===== config.mk =====
export PLATFORM = sky130hd
export DESIGN_NAME = fifo_axis_master_flat
export DESIGN_NICKNAME = d
export VERILOG_FILES = /design/src/rtl/fifo_axis_master_pkg.sv /design/src/rtl/fifo_axis_master_if.sv /design/src/rtl/fifo_axis_master_queue.sv /design/src/rtl/fifo_axis_master.sv /design/src/flat_wrapper.sv
export SDC_FILE = /design/constraint.sdc
export NUM_CORES = 1
export LEC_CHECK = 0
export CAP_MARGIN = 25
export CORE_UTILIZATION = 51
export DETAILED_ROUTE_END_ITERATION = 8
export PLACE_DENSITY = 0.78
export SYNTH_ARGS = -nofsm -noshare
export SYNTH_HDL_FRONTEND = slang
export SYNTH_SLANG_ARGS = --single-unit

===== constraint.sdc =====
create_clock -name aclk -period 2.2 [get_ports aclk]
set_input_delay 0.33 -clock aclk [delete_from_list [all_inputs] [get_ports aclk]]
set_output_delay 0.33 -clock aclk [all_outputs]
set_load 0.005 [all_outputs]

===== src/rtl/fifo_axis_master_pkg.sv =====
// Shared definitions for the FIFO-to-AXI-Stream bridge.
//   DATA_W        : beat payload width
//   QUEUE_DEPTH   : number of output-queue entries
//   OCC_W         : width of the queue occupancy count (holds 0..QUEUE_DEPTH)
//   PKT_CNT_W_DEF : default width of the completed-packet counter
//   beat_t        : one queued beat {tlast, data}
package fifo_axis_pkg;

    localparam int DATA_W        = 8;
    localparam int QUEUE_DEPTH   = 3;
    localparam int OCC_W         = $clog2(QUEUE_DEPTH + 1);
    localparam int PKT_CNT_W_DEF = 16;

    typedef struct packed {
        logic              tlast;
        logic [DATA_W-1:0] data;
    } beat_t;

endpackage


===== src/rtl/fifo_axis_master_if.sv =====
// Bundle of the FIFO read port and the AXI-Stream master port.
//   master modport : the bridge (reads the FIFO, drives the stream)
//   slave  modport : the environment (FIFO read side + stream sink)
//   fifo_data/fifo_tlast : FIFO read data, valid the cycle after fifo_re_en
//   fifo_empty           : FIFO empty flag
//   fifo_re_en           : FIFO read enable
//   m_axis_*             : AXI-Stream master channel
interface fifo_axis_master_if;
    import fifo_axis_pkg::*;

    logic [DATA_W-1:0] fifo_data;
    logic              fifo_tlast;
    logic              fifo_empty;
    logic              fifo_re_en;
    logic [DATA_W-1:0] m_axis_tdata;
    logic              m_axis_tlast;
    logic              m_axis_tvalid;
    logic              m_axis_tready;

    modport master (
        input  fifo_data, fifo_tlast, fifo_empty, m_axis_tready,
        output fifo_re_en, m_axis_tdata, m_axis_tlast, m_axis_tvalid
    );

    modport slave (
        output fifo_data, fifo_tlast, fifo_empty, m_axis_tready,
        input  fifo_re_en, m_axis_tdata, m_axis_tlast, m_axis_tvalid
    );

endinterface


===== src/rtl/fifo_axis_master_queue.sv =====
// Small register queue holding beats between the FIFO and the stream port.
// Entry 0 is always the head; a pop shifts every entry down by one, and a
// push writes at the first free slot (after the shift when both happen).
//   clk, srst : clock, synchronous active-high reset
//   i_push    : write i_beat at the tail this cycle
//   i_beat    : beat to write
//   i_pop     : remove the head this cycle (caller guarantees o_occ != 0)
//   o_head    : current head entry
//   o_occ     : number of valid entries
module axis_out_queue
    import fifo_axis_pkg::*;
(
    input  logic             clk,
    input  logic             srst,
    input  logic             i_push,
    input  beat_t            i_beat,
    input  logic             i_pop,
    output beat_t            o_head,
    output logic [OCC_W-1:0] o_occ
);

    logic [OCC_W-1:0] r_occ;
    logic [OCC_W-1:0] w_occ_m1;
    beat_t            w_entry [QUEUE_DEPTH];

    assign w_occ_m1 = r_occ - 1'b1;

    generate
        for (genvar gi = 0; gi < QUEUE_DEPTH; gi++) begin : gen_entry
            localparam logic [OCC_W-1:0] IDX = OCC_W'(gi);
            beat_t r_beat;
            beat_t w_shift;

            // Value this slot takes when the queue shifts down; the top slot
            // has no neighbour and simply keeps its (now unused) contents.
            if (gi < QUEUE_DEPTH - 1) begin : gen_mid
                assign w_shift = w_entry[gi+1];
            end else begin : gen_top
                assign w_shift = r_beat;
            end

            always_ff @(posedge clk) begin
                if (srst) begin
                    r_beat <= '0;
                end else if (i_pop) begin
                    // With a pop, the tail slot after shifting is occ-1.
                    if (i_push && (w_occ_m1 == IDX)) begin
                        r_beat <= i_beat;
                    end else begin
                        r_beat <= w_shift;
                    end
                end else if (i_push && (r_occ == IDX)) begin
                    r_beat <= i_beat;
                end
            end

            assign w_entry[gi] = r_beat;
        end
    endgenerate

    always_ff @(posedge clk) begin
        if (srst) begin
            r_occ <= '0;
        end else begin
            case ({i_push, i_pop})
                2'b10:   r_occ <= r_occ + 1'b1;
                2'b01:   r_occ <= r_occ - 1'b1;
                default: r_occ <= r_occ;
            endcase
        end
    end

    assign o_head = w_entry[0];
    assign o_occ  = r_occ;

endmodule


===== src/rtl/fifo_axis_master.sv =====
// Reads beats from a first-word-fall-through-less FIFO (data one cycle after
// the read strobe) and presents them on an AXI-Stream master port at up to
// one beat per cycle, counting completed packets.
//   aclk      : clock
//   areset    : synchronous active-high reset
//   bus       : FIFO read port + AXIS master channel (master modport)
//   pkt_count : number of handshakes with tlast, wraps at all-ones
//   busy      : a beat is queued or a FIFO read is in flight
module fifo_axis_master
    import fifo_axis_pkg::*;
#(
    parameter int PKT_CNT_W = PKT_CNT_W_DEF
) (
    input  logic                 aclk,
    input  logic                 areset,
    fifo_axis_master_if.master   bus,
    output logic [PKT_CNT_W-1:0] pkt_count,
    output logic                 busy
);

    logic                 r_rd_pending;
    logic [PKT_CNT_W-1:0] r_pkt_count;
    logic [OCC_W-1:0]     w_occ;
    logic [OCC_W:0]       w_inflight;
    logic                 w_re_en;
    logic                 w_push;
    logic                 w_pop;
    beat_t                w_in_beat;
    beat_t                w_head;

    // Issue a read only if the queue can absorb it together with a read
    // already in flight, assuming nothing drains. This keeps the read path
    // independent of tready while still sustaining one beat per cycle.
    assign w_inflight = {1'b0, w_occ} + {{OCC_W{1'b0}}, r_rd_pending};
    assign w_re_en    = !areset && !bus.fifo_empty && (w_inflight <= (OCC_W+1)'(QUEUE_DEPTH - 1));

    // FIFO outputs are meaningful only in the cycle after a read strobe.
    assign w_push    = r_rd_pending;
    assign w_in_beat = beat_t'({bus.fifo_tlast, bus.fifo_data});
    assign w_pop     = bus.m_axis_tvalid && bus.m_axis_tready;

    axis_out_queue u_queue (
        .clk    (aclk),
        .srst   (areset),
        .i_push (w_push),
        .i_beat (w_in_beat),
        .i_pop  (w_pop),
        .o_head (w_head),
        .o_occ  (w_occ)
    );

    always_ff @(posedge aclk) begin
        if (areset) begin
            r_rd_pending <= 1'b0;
            r_pkt_count  <= '0;
        end else begin
            r_rd_pending <= w_re_en;
            if (w_pop && w_head.tlast) begin
                r_pkt_count <= r_pkt_count + PKT_CNT_W'(1);
            end
        end
    end

    assign bus.fifo_re_en    = w_re_en;
    assign bus.m_axis_tvalid = (w_occ != '0);
    assign bus.m_axis_tdata  = w_head.data;
    assign bus.m_axis_tlast  = w_head.tlast;
    assign pkt_count         = r_pkt_count;
    assign busy              = (w_occ != '0) || r_rd_pending;

endmodule


===== src/flat_wrapper.sv =====
// flat-port wrapper written by rule: the top's interface ports become plain ports
module fifo_axis_master_flat import fifo_axis_pkg::*;
#(
    parameter int PKT_CNT_W = PKT_CNT_W_DEF
)
  (aclk, areset, pkt_count, busy, bus_fifo_data, bus_fifo_tlast, bus_fifo_empty, bus_m_axis_tready, bus_fifo_re_en, bus_m_axis_tdata, bus_m_axis_tlast, bus_m_axis_tvalid);
  fifo_axis_master_if bus_i ();
  input  logic aclk;
  input  logic areset;
  output logic [PKT_CNT_W-1:0] pkt_count;
  output logic busy;
  input wire logic [$bits(bus_i.fifo_data)-1:0] bus_fifo_data;
  input wire logic [$bits(bus_i.fifo_tlast)-1:0] bus_fifo_tlast;
  input wire logic [$bits(bus_i.fifo_empty)-1:0] bus_fifo_empty;
  input wire logic [$bits(bus_i.m_axis_tready)-1:0] bus_m_axis_tready;
  output wire logic [$bits(bus_i.fifo_re_en)-1:0] bus_fifo_re_en;
  output wire logic [$bits(bus_i.m_axis_tdata)-1:0] bus_m_axis_tdata;
  output wire logic [$bits(bus_i.m_axis_tlast)-1:0] bus_m_axis_tlast;
  output wire logic [$bits(bus_i.m_axis_tvalid)-1:0] bus_m_axis_tvalid;
  assign bus_i.fifo_data = bus_fifo_data;
  assign bus_i.fifo_tlast = bus_fifo_tlast;
  assign bus_i.fifo_empty = bus_fifo_empty;
  assign bus_i.m_axis_tready = bus_m_axis_tready;
  assign bus_fifo_re_en = bus_i.fifo_re_en;
  assign bus_m_axis_tdata = bus_i.m_axis_tdata;
  assign bus_m_axis_tlast = bus_i.m_axis_tlast;
  assign bus_m_axis_tvalid = bus_i.m_axis_tvalid;
  fifo_axis_master #(.PKT_CNT_W(PKT_CNT_W)) u_core (.aclk(aclk), .areset(areset), .bus(bus_i), .pkt_count(pkt_count), .busy(busy));
endmodule

---- Yosys cells after proc, flatten, opt, wreduce, memory -nomap -nowiden ----
Index checks and enable logic that the tools add are counted.
word-level totals
  input port bits ......................... 13
  word-level logic and storage cells ...... 52
  output and inout port bits .............. 28
  bits in registers ....................... 46
operators by class
  equal/unequal tests ..................... 7
  $lt $le $gt $ge ......................... 1
  multiplexer cells ....................... 10
  $add $sub $neg .......................... 4
  reduce and logical (&&, ||, !) cells .... 21
operators with widths
  cell                                                                   count
  9-bit 2-to-1 mux                                                       9
  16-bit by 1-bit adder with 16-bit output, second input constant        1
  1-bit logical AND                                                      10
  2-bit nonzero test                                                     5
  2-bit by 1-bit equality test with 1-bit output, second input constant  3
  2-bit equality test, second input constant                             3
  2-bit logical NOT                                                      2
  2-bit case mux with 2 select lines                                     1
  2-bit by 1-bit adder with 3-bit output                                 1
  3-bit by 2-bit <= comparator with 1-bit output, second input constant  1
  2-bit by 1-bit adder with 2-bit output, second input constant          1
  1-bit logical NOT                                                      2
  2-bit by 1-bit != test with 1-bit output, second input constant        1
  2-bit AND reduction                                                    1
  2-bit by 1-bit subtractor with 2-bit output, second input constant     1
  1-bit logical OR                                                       1

---- Longest topological paths before layout ----
Gate-level depths: netlist of run 1.
  depth after elaboration ................. 5
  depth in mapped cells ................... 10
  gate-level depth less buffers ........... 8

---- By module ----
A second synthesis of run 1 with hierarchy kept.
second synthesis, totals
  cell total of the unflattened synthesis .. 256
  area total of the unflattened synthesis .. 2294.7 µm²
by module, submodules not included
  module            seq. area each (µm²)  area each (µm²)  times used  cells an instance
  axis_out_queue    580.6                 1447.6           1           160
  fifo_axis_master  340.3                 847.1            1           96

---- Least setup slack after synthesis of run 1 ----
OpenSTA, ideal clock, no wires.
  path kind ............................... register -> register
  start point ............................. reg u_core.u_queue.r_occ[0], in the netlist u_core.u_queue.o_occ[0]
  end point ............................... reg u_core.u_queue.r_occ[1], in the netlist u_core.u_queue.o_occ[1]
  required time ........................... 2114 ps
  path slack .............................. 414 ps
  stages on the path, launching flop included .. 11
  arrival time ............................ 1701 ps
  period minus slack after synthesis ...... 1786 ps
  path through ............................ dfxtp_1 -> inv_1 -> ha_1 -> nand2b_1 -> buf_2 -> inv_2 -> buf_2 -> ha_1 -> xor2_1 -> nor2_1 -> a211oi_1
on the way
  longest elaborated chain between the ends .. 4
ends and longest elaborated chain
  element                                                                                RTL line                      source
  from (decl)                                                                            fifo_axis_master_queue.sv:22  logic [OCC_W-1:0] r_occ;
  from (signal assigned)                                                                 fifo_axis_master_queue.sv:66  2'b10: r_occ <= r_occ + 1'b1;
  from (signal assigned)                                                                 fifo_axis_master_queue.sv:67  2'b01: r_occ <= r_occ - 1'b1;
  from (signal assigned)                                                                 fifo_axis_master_queue.sv:68  default: r_occ <= r_occ;
  2-bit nonzero test                                                                     fifo_axis_master.sv:65        assign bus.m_axis_tvalid = (w_occ != '0);
  1-bit logical AND                                                                      fifo_axis_master.sv:40        assign w_pop = bus.m_axis_tvalid && bus.m_axis_tready;
  2-bit by 1-bit equality test with 1-bit output or 2-bit equality test (tied branches)  fifo_axis_master_queue.sv:65  case ({i_push, i_pop})
  2-bit case mux with 2 select lines or 2-bit nonzero test (tied branches)               -
Parallel ways exist; a longest one is shown, timed or not.
A chain may end at the register's enable or synchronous reset.

---- Worst setup path after layout of run 1 ----
  start point ............................. reg u_core.u_queue.r_occ[1], in the netlist u_core.u_queue.o_occ[1]
  end point ............................... out bus_m_axis_tvalid
on the way
  longest elaborated chain between the ends .. 1
ends and longest elaborated chain
  element             RTL line                source
  2-bit nonzero test  fifo_axis_master.sv:65
  to (decl)           flat_wrapper.sv:19      output wire logic [$bits(bus_i.m_axis_tvalid)-1:0] bus_m_axis_tvalid;
Every way passes these cells.

==> results.md, run 1 <==
| Item | Reported | Unit |
| --- | --- | --- |
| Delay contributed by the slowest stage of the critical path | 0.51 | ns |
| Number of clock buffers inserted by TritonCTS | 5 | - |
| Max Clock Skew | 0.00562 | ns |
| Crit path buffers/inverters | 3 | - |
| Clock root buffer master | clkbuf_8 | - |
| Num ports | 41 | - |
| Fraction of the cycle the final worst path needs | 92.1 | % |
| Dominant delay contributor by cell family on the critical path | buffers and inverters | - |
| Worst Setup End Kind | output pin | - |
| Synthesized Nets | 280 | - |
| Cell type with the highest occurrence count on the critical path | inv_1 | - |
| Sequential cell area | 925 | µm² |
| Final number of setup-violating endpoints | 0 | - |
| Antenna diode instance count | 0 | - |
| Crit start category | flip-flop | - |
| Library cell contributing the largest single delay on the critical path | clkdlybuf4s50_1 | - |
| Number of nets in the layout | 319 | - |
| Highest clock rate | 494 | MHz |
| Mapped cell area | 2180 | µm² |
| Reg-to-reg slack, setup | 0.21 | ns |
| Global-route congestion overflow total | 0 | - |
| Total iterations of the first detailed-routing run | 5 | - |
| Post-detailed-route DRC marker count | 0 | - |
| Mean Syn Cell Area | 8.44 | µm² |
| Part of the Yosys area used for sequential elements | 42.3 | % |
| Vias after detailed routing | 1961 | - |
| Synthesis-to-layout area growth | 24.3 | % |
| TritonCTS clock tree | built | - |
| Placeable core area | 4060 | µm² |
| Average vias per placed instance | 5.64 | - |
| Post-DP HPWL | 3420 | µm |
| H-tree depth | 2 | - |
| Max Cap Viol | 0 | - |
| Worst slew slack as a fraction of its limit | 50.9 | % |
| Result of the run | finished, final reports clean | - |
| Total GRT Usage | 23.4 | % |
| Final Max Slew Viols | 0 | - |
| Critical path data arrival time | 1.70 | ns |
| Setup TNS | 0 | ns |
| Post-CTS clock slew at the launch and capture registers of the worst setup and hold paths | 0.08 | ns |
| Number of sinks handled by clock tree synthesis | 46 | - |
| Class of the tightest hold or removal check | flip-flop to flip-flop | - |
| Routed WL | 4880 | µm |
| Core Util, Final | 66.7 | % |
| Starting Density | 53.7 | % |
| First DRT Iteration DRCs | 128 | - |
| Cell breakdown of the critical path | inv_1, ha_1, inv_1, clkdlybuf4s50_1 | - |
| Register bit count reported by yosys | 46 | - |
| Fraction of layout cells with a size suffix above 1 | 8.39 | % |
| Pin count of the biggest net entering global routing | 28 | - |
| Area of the multi-input gates | 1150 | µm² |
| Crit path time final | 2.03 | ns |
| Row count | 23 | - |
| Number of antenna violations at the first check in global routing | 0 | - |
| Top-area cell type share of the netlist area | 42.3 | % |
| Max clock buf depth | 2 | - |
| First-pass GRT wire length | 7960 | µm |
| Syn. warnings | 0 | - |
| Cell type contributing the most total cell area after synthesis | dfxtp_1 | - |
| Die Ht | 67.4 | µm |
| Count of different cell masters after synthesis | 34 | - |
| PortBufs | 40 | - |
| Final hold violation count | 0 | - |
| Classification of the worst setup path | flip-flop to output pin | - |
| Filler cell count | 352 | - |
| Antenna Violating Nets Remaining | 0 | - |
| Die Footprint | 4540 | µm² |
| Post-DR wirelength/cell | 14.0 | µm |
| Cells taking the most area after synthesis | dfxtp_1 (42%), nand3_1 (8.0%), a311oi_1 (7.2%), nor2_1 (6.4%), ha_1 (5.2%) | - |
| Worst Path Max Fanout | 4 | - |
| Data required time of the critical path | 1.87 | ns |
| Instance count of the mapped netlist | 258 | - |
| Horizontal die dimension | 67.4 | µm |
| Power density relative to cell area | 1030 | nW/µm² |
| Number of global-route vias before repair | 1727 | - |
| GPL Wtd Cong | 0.778 | - |
| Number of buffers inserted to repair setup after CTS | 0 | - |
| Clock insertion delay at the later pin of the skew report | 0.30 | ns |
| Standby leakage power | 1.02 | nW |
| Setup repair after global routing missed its margin | false | - |
| Worst-margin pin slew | 0.736 | ns |
| Worst IR drop on VDD | 0.000566 | V |
==> report_power, final <==
part / internal [W] / leakage [nW] / switching [W]
Clock: 0.000254 / 0.0482 / 0.000282
Combinational: 0.000496 / 0.592 / 0.000622
Sequential: 0.00101 / 0.375 / 0.000114
==> cell type report <==
class	count	area share (%)
Multi-Input combinational cell	190	42.7
Sequential cell	46	34.1
Timing Repair Buffer	46	16.4
Clock buffer	7	3.19
Tap cell	50	2.31
Inverter	8	1.11
Clock inverter	1	0.185
==> synth_stat cells <==
library cell and number:
nand4_2 1, and3_1 1, nor4_1 4, nand2_2 1
xor2_1 4, mux2_2 3, o21ai_0 10, mux2_1 2
nor4_4 1, nand2_1 27, nand3b_4 1, a21oi_1 12
nand4_1 1, buf_4 2, xnor2_1 8, ha_1 9
clkbuf_1 6, buf_2 4, nand3_2 1, nor2b_1 4
nand2b_1 1, nor2_1 37, nor3_1 5, dfxtp_1 46
or3_2 1, a311oi_1 18, o21ai_2 1, inv_1 7
mux2i_1 1, buf_6 1, nand3_1 35, a211oi_1 1
buf_1 1, inv_2 1
==> worst paths after layout <==
kind / from / endpoint / cells past startpoint
worst max register to register: u_core.u_queue.o_occ[1] / u_core.pkt_count[13] / 6
worst min register to register: u_core.u_queue.gen_entry[1].w_shift[6] / u_core.u_queue.gen_entry[1].w_shift[6] / 2
worst max-delay path: u_core.u_queue.o_occ[1] / bus_m_axis_tvalid / 4
worst min-delay path: u_core.u_queue.gen_entry[1].w_shift[6] / u_core.u_queue.gen_entry[1].w_shift[6] / 2
==> flip-flops by register name (all words and copies together), names as in the netlist <==
signal / flops
u_core.u_queue.o_occ: 2
u_core.r_rd_pending: 1
u_core.u_queue.gen_entry.w_shift: 18
u_core.pkt_count: 16
u_core.u_queue.o_head: 9
==> metal layers <==
| metal | vias to the layer above | track usage [%] | share of wire (%) |
|---|---|---|---|
| li1 | 987 | - | - |
| met1 | 903 | 32.5 | 49 |
| met2 | 63 | 36.0 | 45 |
| met3 | 8 | 4.56 | 4.9 |
| met4 | 0 | 7.98 | 1.4 |
| met5 | - | 0 | 0 |
==> logic make-up after synthesis <==
kind of cell | after synthesis | share of synthesized area [%]
flip-flops | 46 | 42.3
multiplexers | 6 | 3.04
XOR/XNOR | 12 | 4.82
AO/OA/AOI/OAI | 42 | 13.0
AND/OR/NAND/NOR | 121 | 26.9
buffers and inverters | 22 | 4.71
adder cells (fa/ha/maj) | 9 | 5.17
==> cell usage in the layout, fill, tap and decap left out, drive strengths merged <==
master	n
a211oi	1
a21oi	12
a311oi	18
and3	1
buf	6
clkbuf	7
clkdlybuf4s50	39
clkinv	1
dfxtp	46
dlygate4sd2	1
ha	9
inv	8
mux2	5
mux2i	1
nand2	28
nand2b	1
nand3	36
nand3b	1
nand4	2
nor2	37
nor2b	4
nor3	5
nor4	5
o21ai	11
or3	1
xnor2	8
xor2	4
==> worst reg2reg max path, stage by stage, from the launching register on <==
cell and delay, ns:
dfxtp_1 0.39, inv_1 0.12, ha_1 0.25, nand3b_4 0.27, nor4_4 0.40, nand3_1 0.13, mux2_1 0.32
==> through the flow <==
stage	setup slack, ns	cells	hold slack [ns]	power (W)	cell area [µm²]
after floorplan	0.414	258	0.409	0.00185	2180
final	0.174	348	0.485	0.00278	2710
after detailed placement	0.177	340	0.471	0.00225	2610
after CTS	0.179	348	0.484	0.00278	2710
after global placement	0.243	340	0.462	0.00221	2610
after global routing	0.0473	348	0.524	0.00297	2710
==> repair_timing <==
item / in CTS / in global routing
setup endpoints to repair: 1 / 0
resized for setup: 3 / 0
hold buffers: 0 / 0
Power figures use the tool's default switching activity.
==> run 2: changes to the inputs <==
--- a/config.mk
+++ b/config.mk
@@ -9,6 +9,7 @@
 export CORE_UTILIZATION = 51
 export DETAILED_ROUTE_END_ITERATION = 8
 export PLACE_DENSITY = 0.78
+export SETUP_SLACK_MARGIN = 0.5
 export SYNTH_ARGS = -nofsm -noshare
 export SYNTH_HDL_FRONTEND = slang
 export SYNTH_SLANG_ARGS = --single-unit
==> results.md, run 2 (synthesized netlist as in run 1, its figures left out) <==
| Item | Reported | Unit | Change |
| --- | --- | --- | --- |
| Post-placement cell area | 2610 | µm² | -0.24% |
| PortBufs | 40 | - | unchanged |
| Fin Hold WS | 0.481 | ns | -0.00441 ns |
| Worst Path Max Fanout | 4 | - | unchanged |
| Placeable core area | 4060 | µm² | unchanged |
| Worst IR drop on VDD | 0.000737 | V | +30% |
| Dominant delay contributor by cell family on the critical path | flip-flops | - |  |
| Destination of the worst register-to-register timing path | u_core.pkt_count[15] | - |  |
| Vias after detailed routing | 2054 | - | +4.7% |
| Die Footprint | 4540 | µm² | unchanged |
| Antenna diode instance count | 0 | - | unchanged |
| Average vias per placed instance | 5.66 | - | +0.41% |
| Crit path time final | 1.75 | ns | -0.274 ns |
| Number of nets in the layout | 334 | - | +4.7% |
| Number of global-route vias before repair | 1853 | - | +7.3% |
| CP endpoint | bus_fifo_re_en | - |  |
| Number of flip-flops in the largest register | 18 | - | unchanged |
| Cell breakdown of the critical path | ha_4, ha_4, nor2_2, a21oi_4, nor3_2, buf_2 | - |  |
| Max Clock Skew | 0.00328 | ns | -0.00234 ns |
| First-pass GRT wire length | 8510 | µm | +6.9% |
| Setup TNS | 0 | ns | unchanged |
| Highest clock rate | 571 | MHz | +16% |
| Top library cells by usage in the layout, fill and taps aside | dfxtp_1 (43), clkdlybuf4s50_1 (37), nor2_1 (36), nand3_1 (35), nand2_1 (23) | - |  |
| Launching element of the worst setup path | u_core.u_queue.o_occ[0] | - |  |
| TritonCTS clock tree | built | - |  |
| Max Cap Viol | 0 | - | unchanged |
| Standby leakage power | 1.11 | nW | +9.4% |
| GPL Wtd Cong | 0.783 | - | +0.59% |
| Total GRT Usage | 24.9 | % | +1.5 points |
| Library cell contributing the largest single delay on the critical path | dfxtp_4 | - |  |
| Leading cell type in the layout, fill and taps excluded | dfxtp_1 | - |  |
| Cell type with the highest occurrence count on the critical path | ha_4 | - |  |
| Antenna Violating Nets Remaining | 0 | - | unchanged |
| Horizontal die dimension | 67.4 | µm | unchanged |
| Pin count of the biggest net entering global routing | 28 | - | unchanged |
| Number of clock buffers inserted by TritonCTS | 5 | - | unchanged |
| Global-route congestion overflow total | 0 | - | unchanged |
| Result of the run | finished, final reports clean | - |  |
| Fraction of the cycle the final worst path needs | 79.6 | % | -12 points |
| Synthesis-to-layout area growth | 36.2 | % |  |
| Post-CTS clock slew at the launch and capture registers of the worst setup and hold paths | 0.08 | ns | about the same |
| Final Max Slew Viols | 0 | - | unchanged |
| Post-DP HPWL | 3320 | µm | -3.1% |
| Power density relative to cell area | 1070 | nW/µm² | +4.6% |
| Post-detailed-route DRC marker count | 0 | - | unchanged |
| Total iterations of the first detailed-routing run | 4 | - | -1 |
| Data required time of the critical path | 1.87 | ns | about the same |
| Total number of cells along the worst setup path | 6 | - | +2 |
| Worst Setup End Kind | output pin | - |  |
| Num ports | 41 | - | unchanged |
| Starting Density | 53.7 | % | unchanged |
| Routed WL | 5130 | µm | +5.2% |
| Filler cell count | 306 | - | -13% |
| Row count | 23 | - | unchanged |
| Post-DR wirelength/cell | 14.1 | µm | +0.86% |
| Startpoint of the worst-slack reg-to-reg timing path | u_core.u_queue.o_occ[0] | - |  |
| Classification of the worst setup path | flip-flop to output pin | - |  |
| Setup repair after global routing missed its margin | true | - |  |
| Worst hold path cell count | 2 | - | unchanged |
| Worst-case reg-to-reg path depth | 6 | - | unchanged |
| Die Ht | 67.4 | µm | unchanged |
| Final number of setup-violating endpoints | 0 | - | unchanged |
| Final hold violation count | 0 | - | unchanged |
| Worst-margin pin slew | 0.378 | ns | -0.358 ns |
| H-tree depth | 2 | - | unchanged |
| Post-CTS Hold Buffers | 0 | - | unchanged |
| Crit start category | flip-flop | - |  |
| Fraction of layout cells with a size suffix above 1 | 18.8 | % | +10 points |
| Clock root buffer master | clkbuf_8 | - |  |
| Delay contributed by the slowest stage of the critical path | 0.37 | ns | -0.14 ns |
| First DRT Iteration DRCs | 133 | - | +3.9% |
| Class of the tightest hold or removal check | flip-flop to flip-flop | - |  |
| Non-Filler Cell Area, Final | 2970 | µm² | +9.6% |
| Clock insertion delay at the later pin of the skew report | 0.30 | ns | about the same |
| Number of antenna violations at the first check in global routing | 0 | - | unchanged |
| Worst slew slack as a fraction of its limit | 74.6 | % | +24 points |
| Critical path data arrival time | 1.42 | ns | -0.28 ns |
| Max clock buf depth | 2 | - | unchanged |
| Reg-to-reg slack, setup | 0.49 | ns | +0.28 ns |
| Crit path buffers/inverters | 1 | - | -2 |
| Number of sinks handled by clock tree synthesis | 46 | - | unchanged |
run 2: changes by cell type in the layout (fill, tap and decap cells not counted), moves of 2 or more:
cell | previous run | this run
clkdlybuf4s50_1 | 39 | 37
inv_1 | 7 | 3
dfxtp_1 | 45 | 43
ha_4 | 0 | 4
nand2_2 | 1 | 3
nand2_4 | 0 | 2
inv_2 | 1 | 3
nand2_1 | 27 | 23
buf_4 | 6 | 18
ha_1 | 9 | 5
run 2: worst min-delay path by stage:
stage	from	to	slack [ns]
6_report	u_core.u_queue.gen_entry[1].w_shift[5]	u_core.u_queue.gen_entry[1].w_shift[5]	0.48
5_1_grt	u_core.u_queue.gen_entry[0].w_shift[1]	u_core.u_queue.o_head[1]	0.51
4_1_cts	u_core.u_queue.gen_entry[1].w_shift[5]	u_core.u_queue.gen_entry[1].w_shift[5]	0.48
3_5_place_dp	u_core.u_queue.gen_entry[1].w_shift[5]	u_core.u_queue.gen_entry[1].w_shift[5]	0.47
3_3_place_gp	u_core.u_queue.gen_entry[1].w_shift[4]	u_core.u_queue.gen_entry[1].w_shift[4]	0.46
2_1_floorplan	bus_fifo_empty	u_core.r_rd_pending	0.41
run 2: report_power, final:
part / switching [W] / internal, W / leakage, nW / total (W)
clock network: 0.000279 / 0.000340 / 0.0524 / 0.000619
logic: 0.000727 / 0.000711 / 0.682 / 0.00144
registers: 0.000112 / 0.00101 / 0.376 / 0.00112
run 2: stage by stage:
stage,setup slack (ns),utilization [%],total power [W],std cells
4_1_cts,0.360,69.6,0.00297,355
3_5_place_dp,0.211,64.3,0.00223,339
3_3_place_gp,0.237,64.3,0.00221,339
6_report,0.448,73.1,0.00318,363
2_1_floorplan,0.506,-,0.00186,258
5_1_grt,0.385,73.1,0.00344,363
run 2: routing by layer:
metal | wire (µm) | track usage [%] | vias to the layer above
li1 | - | - | 1017
met1 | 2380 | 35.0 | 959
met2 | 2360 | 37.8 | 72
met3 | 333 | 5.74 | 6
met4 | 55 | 7.18 | 0
met5 | 0 | 0 | -
run 2: worst min-delay path, stage by stage, from the launching register on:
cell	delay (ns)
dfxtp_1	0.31
o21ai_0	0.06
a21oi_1	0.06
run 2: cell type report:
| cell class | count | area, µm² | share of cell area, % |
|---|---|---|---|
| clock inverter | 1 | 30.0 | 1.01 |
| inverter | 8 | 38.8 | 1.31 |
| clock buffer | 7 | 76.3 | 2.57 |
| tap | 50 | 62.6 | 2.11 |
| timing repair buffer | 61 | 564 | 19.0 |
| sequential | 46 | 930 | 31.3 |
| multi-input combinational | 190 | 1260 | 42.6 |
run 2: repair_timing:
item                                    CTS  global route
endpoints found under the setup margin   28            18
setup buffers                             8             8
pin swaps                                 4             7
gates resized for setup                  23            15
